<file path="src/rtl/gc_ref_pkg.sv">
// gc_ref_pkg
// Shared definitions for the gain-cell refresh controller slice.
// Contents:
//   ref_state_t    - refresh round state (IDLE, START, COPY, COMMIT)
//   DEF_*          - default NUM_WRAP / REF_PERIOD / TIMEOUT values
//   ROWS, DATA_W   - geometry of one gain-cell wrapper (128 x 64)
//   lbank_width()  - width of a logical bank index, never below 1
package gc_ref_pkg;

  typedef enum logic [1:0] {
    IDLE   = 2'd0,
    START  = 2'd1,
    COPY   = 2'd2,
    COMMIT = 2'd3
  } ref_state_t;

  localparam int DEF_NUM_WRAP   = 4;
  localparam int DEF_REF_PERIOD = 1024;
  localparam int DEF_TIMEOUT    = 512;

  localparam int ROWS   = 128;
  localparam int DATA_W = 64;

  // One wrapper is always the spare, so there are num_wrap-1 logical banks.
  // A single logical bank still needs a 1-bit index port.
  function automatic int lbank_width(input int num_wrap);
    return (num_wrap - 1 > 1) ? $clog2(num_wrap - 1) : 1;
  endfunction

endpackage

</file>
<file path="src/rtl/gc_refresh_ctrl_timer.sv">
// ref_period_timer
// Free-running refresh period counter plus the coalescing pending flag.
// Ports:
//   clk, rst   - clock, asynchronous active-high reset
//   ref_force  - single-cycle request for an extra refresh round
//   clr        - the controller accepted the pending request this cycle
//   pending    - at least one refresh request is outstanding
module ref_period_timer
  import gc_ref_pkg::*;
#(
  parameter int REF_PERIOD = DEF_REF_PERIOD,
  localparam int CNT_W = (REF_PERIOD > 1) ? $clog2(REF_PERIOD) : 1
) (
  input  logic clk,
  input  logic rst,
  input  logic ref_force,
  input  logic clr,
  output logic pending
);

  localparam logic [CNT_W-1:0] LAST = CNT_W'(REF_PERIOD - 1);

  logic [CNT_W-1:0] cnt;
  logic             expire;

  assign expire = (cnt == LAST);

  // Period counter wraps at REF_PERIOD-1 and never stops, whatever the
  // controller is doing, so the refresh cadence stays fixed.
  always_ff @(posedge clk or posedge rst) begin
    if (rst) begin
      cnt <= '0;
    end else if (expire) begin
      cnt <= '0;
    end else begin
      cnt <= cnt + CNT_W'(1);
    end
  end

  // Any number of requests collapse into one pending bit. A new request in
  // the same cycle as the accept keeps the bit set so it is not lost.
  always_ff @(posedge clk or posedge rst) begin
    if (rst) begin
      pending <= 1'b0;
    end else begin
      pending <= expire | ref_force | (pending & ~clr);
    end
  end

endmodule

</file>
<file path="src/rtl/gc_refresh_ctrl.sv">
// gc_refresh_ctrl
// Refresh controller for NUM_WRAP gain-cell wrappers, one of which is always
// a spare. Each round copies one logical bank from its current wrapper (old
// side) into the spare (current side), then remaps the bank to the spare and
// makes the old wrapper the new spare.
// Optional feature macro: GC_REF_TIMEOUT_EN - abort a COPY that sees no
// ref_done within TIMEOUT cycles and raise the sticky ref_err flag.
// Ports:
//   clk, rst        - clock, asynchronous active-high reset
//   ref_force       - single-cycle request for an immediate extra round
//   ref_done        - per-wrapper refresh-complete indication
//   u_lbank         - user logical bank
//   u_pbank         - physical wrapper currently holding u_lbank
//   start_sr        - one-hot 1-cycle start pulse to the destination wrapper
//   ref_en_current  - one-hot select of the destination wrapper
//   ref_en_old      - one-hot select of the source wrapper
//   busy            - a refresh round is in progress
//   ref_err         - sticky COPY timeout flag (0 without the macro)
module gc_refresh_ctrl
  import gc_ref_pkg::*;
#(
  parameter int NUM_WRAP   = DEF_NUM_WRAP,
  parameter int REF_PERIOD = DEF_REF_PERIOD,
  parameter int TIMEOUT    = DEF_TIMEOUT,
  localparam int PB_W = $clog2(NUM_WRAP),
  localparam int LB_W = lbank_width(NUM_WRAP)
) (
  input  logic                clk,
  input  logic                rst,
  input  logic                ref_force,
  input  logic [NUM_WRAP-1:0] ref_done,
  input  logic [LB_W-1:0]     u_lbank,
  output logic [PB_W-1:0]     u_pbank,
  output logic [NUM_WRAP-1:0] start_sr,
  output logic [NUM_WRAP-1:0] ref_en_current,
  output logic [NUM_WRAP-1:0] ref_en_old,
  output logic                busy,
  output logic                ref_err
);

  localparam int                  NUM_LB   = NUM_WRAP - 1;
  localparam logic [NUM_WRAP-1:0] ONE_HOT0 = NUM_WRAP'(1);
  localparam logic [LB_W-1:0]     LIDX_MAX = LB_W'(NUM_WRAP - 2);

  ref_state_t      state;
  logic [PB_W-1:0] bank_map [NUM_LB];
  logic [PB_W-1:0] spare;
  logic [PB_W-1:0] src;
  logic [PB_W-1:0] dst;
  logic [LB_W-1:0] lidx;
  logic            pending;
  logic            clr_pending;
  logic            copy_expired;

  assign clr_pending = (state == IDLE) && pending;
  assign busy        = (state != IDLE);

  ref_period_timer #(
    .REF_PERIOD(REF_PERIOD)
  ) u_timer (
    .clk      (clk),
    .rst      (rst),
    .ref_force(ref_force),
    .clr      (clr_pending),
    .pending  (pending)
  );

  // User routing reads the live map. During a round it still points at the
  // source wrapper; the new mapping appears once COMMIT has written it.
  always_comb begin
    u_pbank = '0;
    if (int'(u_lbank) < NUM_LB) begin
      u_pbank = bank_map[u_lbank];
    end
  end

`ifdef GC_REF_TIMEOUT_EN
  localparam int TO_W = $clog2(TIMEOUT + 1);

  logic [TO_W-1:0] to_cnt;

  assign copy_expired = (to_cnt == TO_W'(TIMEOUT - 1));

  // COPY watchdog: counts COPY cycles from zero and latches ref_err when a
  // round is abandoned. Completion on the last cycle takes priority.
  always_ff @(posedge clk or posedge rst) begin
    if (rst) begin
      to_cnt  <= '0;
      ref_err <= 1'b0;
    end else if (state == COPY) begin
      to_cnt <= to_cnt + TO_W'(1);
      if (!ref_done[dst] && copy_expired) begin
        ref_err <= 1'b1;
      end
    end else begin
      to_cnt <= '0;
    end
  end
`else
  assign copy_expired = 1'b0;
  assign ref_err      = 1'b0;
`endif

  // Round sequencer. Selects are registered here alongside the state so they
  // are glitch-free and line up with START/COPY exactly. src and dst are
  // latched at the IDLE->START transition and stay stable for the round.
  always_ff @(posedge clk or posedge rst) begin
    if (rst) begin
      state <= IDLE;
      for (int i = 0; i < NUM_LB; i++) begin
        bank_map[i] <= PB_W'(i);
      end
      spare          <= PB_W'(NUM_WRAP - 1);
      src            <= '0;
      dst            <= '0;
      lidx           <= '0;
      start_sr       <= '0;
      ref_en_current <= '0;
      ref_en_old     <= '0;
    end else begin
      start_sr <= '0;
      case (state)
        IDLE: begin
          if (pending) begin
            src            <= bank_map[lidx];
            dst            <= spare;
            start_sr       <= ONE_HOT0 << spare;
            ref_en_current <= ONE_HOT0 << spare;
            ref_en_old     <= ONE_HOT0 << bank_map[lidx];
            state          <= START;
          end
        end
        START: begin
          state <= COPY;
        end
        COPY: begin
          if (ref_done[dst]) begin
            ref_en_current <= '0;
            ref_en_old     <= '0;
            state          <= COMMIT;
          end else if (copy_expired) begin
            ref_en_current <= '0;
            ref_en_old     <= '0;
            state          <= IDLE;
          end
        end
        COMMIT: begin
          bank_map[lidx] <= dst;
          spare          <= src;
          lidx           <= (lidx == LIDX_MAX) ? '0 : lidx + LB_W'(1);
          state          <= IDLE;
        end
        default: begin
          state <= IDLE;
        end
      endcase
    end
  end

endmodule

</file>
<file path="config.mk">
export PLATFORM = sky130hd
export DESIGN_NAME = gc_refresh_ctrl
export DESIGN_NICKNAME = d
export VERILOG_FILES = /design/src/rtl/gc_ref_pkg.sv /design/src/rtl/gc_refresh_ctrl_timer.sv /design/src/rtl/gc_refresh_ctrl.sv
export SDC_FILE = /design/constraint.sdc
export NUM_CORES = 1
export LEC_CHECK = 0
export ABC_AREA = 1
export CELL_PAD_IN_SITES_DETAIL_PLACEMENT = 0
export CELL_PAD_IN_SITES_GLOBAL_PLACEMENT = 1
export CORE_ASPECT_RATIO = 1.75
export CORE_UTILIZATION = 41
export CTS_BUF_LIST = sky130_fd_sc_hd__clkbuf_16
export DETAILED_ROUTE_END_ITERATION = 10
export GPL_TIMING_DRIVEN = 0
export PLACE_DENSITY = 0.76
export SLEW_MARGIN = 10
export SYNTH_ARGS = -nofsm -noshare
export SYNTH_HDL_FRONTEND = slang
export SYNTH_SLANG_ARGS = --single-unit
</file>
<file path="constraint.sdc">
create_clock -name clk -period 1.8 [get_ports clk]
set_clock_uncertainty 0.15 [all_clocks]
set_input_delay 0.36 -clock clk [delete_from_list [all_inputs] [get_ports clk]]
set_output_delay 0.36 -clock clk [all_outputs]
set_load 0.005 [all_outputs]
</file>
Word level (Yosys, flattened, before mapping)
Cells that the tools add are included.
{"block": "word_totals", "register_bits": 39, "in_bits": 9}
{"block": "op_classes", "add_sub_neg": 2, "order_cmp": 5, "eq_ne": 7, "shift": 2, "n_mux": 24, "bitwise": 6, "n_reduce_logical": 8}
{"operator": "$mux W4", "count": 5}
{"operator": "$mux W2", "count": 9}
{"operator": "$pmux W4 S2", "count": 2}
{"operator": "$add A10 B1 Y10 const B", "count": 1}
{"operator": "$eq A10 B10 Y1 const B", "count": 1}
{"operator": "$mux W10", "count": 1}
{"operator": "$bmux W2 S2", "count": 2}
{"operator": "$pmux W2 S4", "count": 1}
{"operator": "$shl A1 B2 Y4 const A", "count": 2}
{"operator": "$bwmux W6", "count": 1}
{"operator": "$eq A2 B2 Y1 const B", "count": 3}
{"operator": "$ge A3 B3 Y1 const B", "count": 2}
{"operator": "$not A2 Y3", "count": 2}
{"operator": "$demux W2 S2", "count": 1}
{"operator": "$reduce_and A2 Y1", "count": 2}
{"operator": "$reduce_bool A2 Y1", "count": 2}
{"operator": "$lt A2 B3 Y1 const B", "count": 1}
{"operator": "$lt A3 B1 Y1 const B", "count": 1}
{"operator": "$reduce_and A3 Y1", "count": 1}
{"operator": "$add A2 B1 Y2 const B", "count": 1}
{"operator": "$bmux W1 S2", "count": 1}
{"operator": "$eq A2 B1 Y1 const B", "count": 1}
{"operator": "$logic_and A1 B1 Y1", "count": 2}
{"operator": "$logic_not A2 Y1", "count": 1}
{"operator": "other kinds (7)", "count": 8}

Logic depth before layout (Yosys ltp)
Gate-level depths: netlist of the first run.
{"block": "depth", "depth_word": 7, "mapped_depth": 8, "mapped_depth_nobuf": 7}

Modules after synthesis
Synthesis of the first run repeated with hierarchy kept, for this count alone.
{"block": "unflattened", "hier_cells": 229, "area_unflattened_um2": 1958.1}
{"mod": "gc_refresh_ctrl", "instances": 1, "cells_each": 166, "area_each_um2": 1395.1}
{"mod": "ref_period_timer", "instances": 1, "cells_each": 63, "area_each_um2": 563.0}

Least setup slack after synthesis of the first run
Ideal clock, no wire load.
{"block": "synth_path", "path_kind": "register -> register", "from": "register state[0]", "to": "register ref_en_current[1]", "setup_ns": 0.118, "arrival_ns": 1.263, "required_ns": 1.532, "path_slack_ns": 0.269, "stages_incl_launch_ff": 9, "synth_period_minus_slack_ns": 1.531, "path_cell_list": "dfrtp_1 -> inv_1 -> ha_1 -> inv_1 -> nand2_1 -> nand3_4 -> buf_6 -> nand2_2 -> o21ai_2"}
{"block": "synth_via", "elab_chain_len": 3}
{"element": "start: declaration", "line_no": "gc_refresh_ctrl.sv:45", "rtl": "ref_state_t state;"}
{"element": "start signal: assignment", "line_no": "gc_refresh_ctrl.sv:109", "rtl": "state <= IDLE;"}
{"element": "start signal: assignment", "line_no": "gc_refresh_ctrl.sv:130", "rtl": "state <= START;"}
{"element": "start signal: assignment", "line_no": "gc_refresh_ctrl.sv:134", "rtl": "state <= COPY;"}
{"element": "$eq A2 B2 Y1 or $logic_not A2 Y1 (tied branches)", "line_no": "gc_refresh_ctrl.sv:122", "rtl": "case (state)"}
{"element": "$ne A2 B2 Y1 (no source line) (tied with other cells)"}
{"element": "$reduce_and A3 Y1 (no source line)"}
{"element": "end signal: assignment", "line_no": "gc_refresh_ctrl.sv:128", "rtl": "ref_en_current <= ONE_HOT0 << spare;"}
{"element": "end: declaration", "line_no": "gc_refresh_ctrl.sv:35", "rtl": "output logic [NUM_WRAP-1:0] ref_en_current,"}
Parallel ways exist; a longest one is shown, timed or not.
A chain may end at the register's enable or synchronous reset.

Worst setup path after layout of the first run
{"block": "layout_path", "from": "register state[1]", "to": "output busy"}
{"block": "layout_via", "elab_chain_len": 1}
{"element": "$reduce_bool A2 Y1", "line_no": "gc_refresh_ctrl.sv:56", "rtl": "assign busy = (state != IDLE);"}
{"element": "end: declaration", "line_no": "gc_refresh_ctrl.sv:37", "rtl": "output logic busy,"}
No other way between the ends.

==> impl_metrics.json, run 1 <==
{
  "outcome": "completed",
  "tightestPinTransition_ns": 0.8074,
  "worstReg2RegStart": "state[0]",
  "min-delay-start": "ref_en_old[3]",
  "leakagePower_nw": 1.092,
  "cts_tree": "done",
  "setup_viol": 0,
  "critPathMaxStageDelay_ns": 0.39,
  "yosys-top-cells-count": "nand2_1 (40), dfrtp_1 (35), inv_1 (24), nand3_1 (18), o21ai_0 (15)",
  "total_power_mw": 2.726,
  "syn_area_sq_mm": 0.001851,
  "grt_max_degree": 40,
  "vias": 1393,
  "die-width_microns": 52.79,
  "drtAntennaViolNets": 0,
  "nets": 245,
  "antenna_found_initial": 0,
  "h-tree-depth": 2,
  "power.density_mw_per_mm2": 1184,
  "critPathLaunch": "state[1]",
  "endpoint_kind": "output port",
  "initial_core_util_pct": 42.40,
  "critPathLaunchType": "register",
  "viasPerCell": 4.922,
  "final_core_util_pct": 52.78,
  "timing.final.crit_period_ns": 1.757,
  "clock_path_buffers": 2,
  "yosysSeqAreaShare_pct": 53.01,
  "synth_cells": 199,
  "yosys_warnings": 0,
  "arrival_ns": 1.25,
  "n_antenna_cell": 0,
  "crit_chain": "inv_1 > ha_4 > inv_2 > dlygate4sd2_1",
  "synth-seq-cells": 39,
  "maxSlewViolCount": 0,
  "final-hold-violation-count": 0,
  "fillers": 404,
  "drc": 0,
  "clockRootBuffer": "clkbuf_16",
  "wl_per_cell_microns": 12.66,
  "grt_pass1_vias": 1373,
  "fp.dieArea_sq_mm": 0.004797,
  "synth_edf_count": 0,
  "path_clk_slew_ns": 0.06,
  "place_ws_ns": -0.4785,
  "max_cap_violations": 0,
  "grt_pass1_wl_mm": 6.106,
  "first_pass_iters": 4,
  "path_max_fanout": 4,
  "async_reset_ff_share_pct": 100.0,
  "coreArea_sq_mm": 0.004364,
  "drive_above_1_share_pct": 20.69,
  "tns_ns": 0,
  "syn_nets": 213,
  "portBuffers": 23,
  "track_usage_pct": 17.50,
  "crit_required_ns": 1.29,
  "syn2layout_area_growth_pct": 24.48,
  "synthTopCellsByArea": "dfrtp_1 (47%), nand2_1 (8.1%), dfstp_2 (5.7%)",
  "post-route-period-util_pct": 97.63,
  "die_h_microns": 90.88,
  "yosys.cell_count.top_type": "nand2_1",
  "rows": 32,
  "syn_avg_cell_area_sq_um": 9.299,
  "drt-total-wl_mm": 3.584,
  "gp_congestion": 0.8153,
  "overflow": 0,
  "slew_headroom_pct": 46.09,
  "cts_buffers": 5,
  "hp-class": "reg2reg",
  "cts.sinks": 39,
  "max_freq_ghz": 0.5690,
  "synth_top_area_share_pct": 47.33,
  "yosysTopAreaCell": "dfrtp_1",
  "dp_hpwl_mm": 2.616,
  "yosysUniqueCellTypes": 30,
  "cp_slowest_cell": "dfrtp_1",
  "drt_iter0_markers": 30,
  "crit_type": "reg2out",
  "ios": 25,
  "timing.hold.ws_ns": 0.3296,
  "yosys_most_used_dff": "dfrtp_1",
  "insertion_delay_ns": 0.28,
  "setup_ws_ns": 0.04267,
  "vdd_drop_max_v": 0.0007003
}
==> sequential cells by signal, summed over array words and instances (netlist names) <==
name / flops
u_timer.cnt: 10
bank_map: 6
ref_en_current: 4
ref_en_old: 4
start_sr: 4
dst: 2
lidx: 2
spare: 2
src: 2
state: 2
u_timer.pending: 1
==> through the flow <==
step           cell area [sq um]  cells
3_5_place_dp                2145    273
2_1_floorplan               1851    199
5_1_grt                     2303    283
6_report                    2303    283
3_3_place_gp                2145    273
4_1_cts                     2293    283
==> metal layers <==
| layer | global-route usage [%] | routed length, microns | up-vias |
|---|---|---|---|
| met2 | 29.32 | 1908 | 38 |
| met1 | 19.85 | 1449 | 639 |
| met3 | 3.535 | 112 | 11 |
| li1 | - | - | 705 |
| met5 | 0 | 0 | - |
| met4 | 9.430 | 113 | 0 |
==> final timing paths <==
| check | end | cells after the start | slack (ns) |
|---|---|---|---|
| min reg2reg | ref_en_old[3] | 2 | 0.33 |
| max in group asynchronous | bank_map[0] | 2 | 0.58 |
| max | busy | 4 | 0.04 |
| max reg2reg | ref_en_current[0] | 8 | 0.14 |
| min | ref_en_old[3] | 2 | 0.33 |
| min in group asynchronous | u_timer.cnt[4] | 2 | 0.40 |
==> worst max-delay path: cells and delay by family (launching register included) <==
| kind | cells | cell delay (ns) |
|---|---|---|
| DFF | 1 | 0.39 |
| adders and majority gates | 1 | 0.15 |
| buffers and inverters | 3 | 0.43 |
==> where the power goes <==
| part | internal, mW | switching, mW | total (mW) | leakage (nW) |
|---|---|---|---|---|
| registers | 0.967 | 0.0647 | 1.03 | 0.500 |
| logic | 0.333 | 0.515 | 0.848 | 0.522 |
| clock network | 0.505 | 0.342 | 0.847 | 0.0710 |
| total | 1.80 | 0.922 | 2.73 | 1.09 |
==> cell usage in the layout, fill, tap and decap left out, types with 2 or more instances in the layout <==
cell type        count
nor3_1               3
clkdlybuf4s50_1     18
ha_1                 4
nand2_2              3
clkbuf_16            5
inv_2                8
o31ai_1              2
o21ai_2              8
o21ai_0             15
buf_2                2
dfstp_2              4
nor2_4               2
a21oi_1              4
nor2_1              12
nand2_1             40
xor2_1               3
dlygate4sd2_1        4
buf_4                3
inv_1               21
nand3_1             18
nand3_2              4
dfrtp_1             35
==> area by class of cell <==
type                    count  area (sq um)  area share [%]
flip-flops and latches     39         980.9           42.59
multi-input cells         129         753.2           32.70
repair buffers             25         235.2           10.21
clock buffers               5         125.1           5.432
inverters                  28         105.1           4.563
well taps                  51         63.81           2.770
plain buffers               3         23.77           1.032
clock inverters             3         16.27          0.7061
==> cells by family (layout without fill, tap and decap cells) <==
group / Yosys count / in the layout / synth area share (%)
adder cells (fa/ha/maj): 5 / 5 / 3.381
buffers and inverters: 31 / 64 / 6.964
XOR/XNOR: 4 / 4 / 1.894
AO/OA/AOI/OAI: 30 / 30 / 10.21
flip-flops: 39 / 39 / 53.01
AND/OR/NAND/NOR: 89 / 89 / 24.34
other: 1 / 1 / 0.2026
==> what timing repair did <==
item,in CTS,in global routing
pin swaps,1,1
hold buffers,0,0
endpoints found under the setup margin,3,10
setup buffers,2,0
gates resized for setup,11,2
gates cloned,0,0
(Power assumes the default switching activity.)
==> inputs of run 2 (changes only) <==
--- a/config.mk
+++ b/config.mk
@@ -11,6 +11,7 @@
 export CORE_ASPECT_RATIO = 1.75
 export CORE_UTILIZATION = 41
 export CTS_BUF_LIST = sky130_fd_sc_hd__clkbuf_16
+export CTS_CLUSTER_DIAMETER = 150
 export DETAILED_ROUTE_END_ITERATION = 10
 export GPL_TIMING_DRIVEN = 0
 export PLACE_DENSITY = 0.76
==> results of run 2 <==
Same layout as run 1: the final DEF is identical, and so are final timing and power.
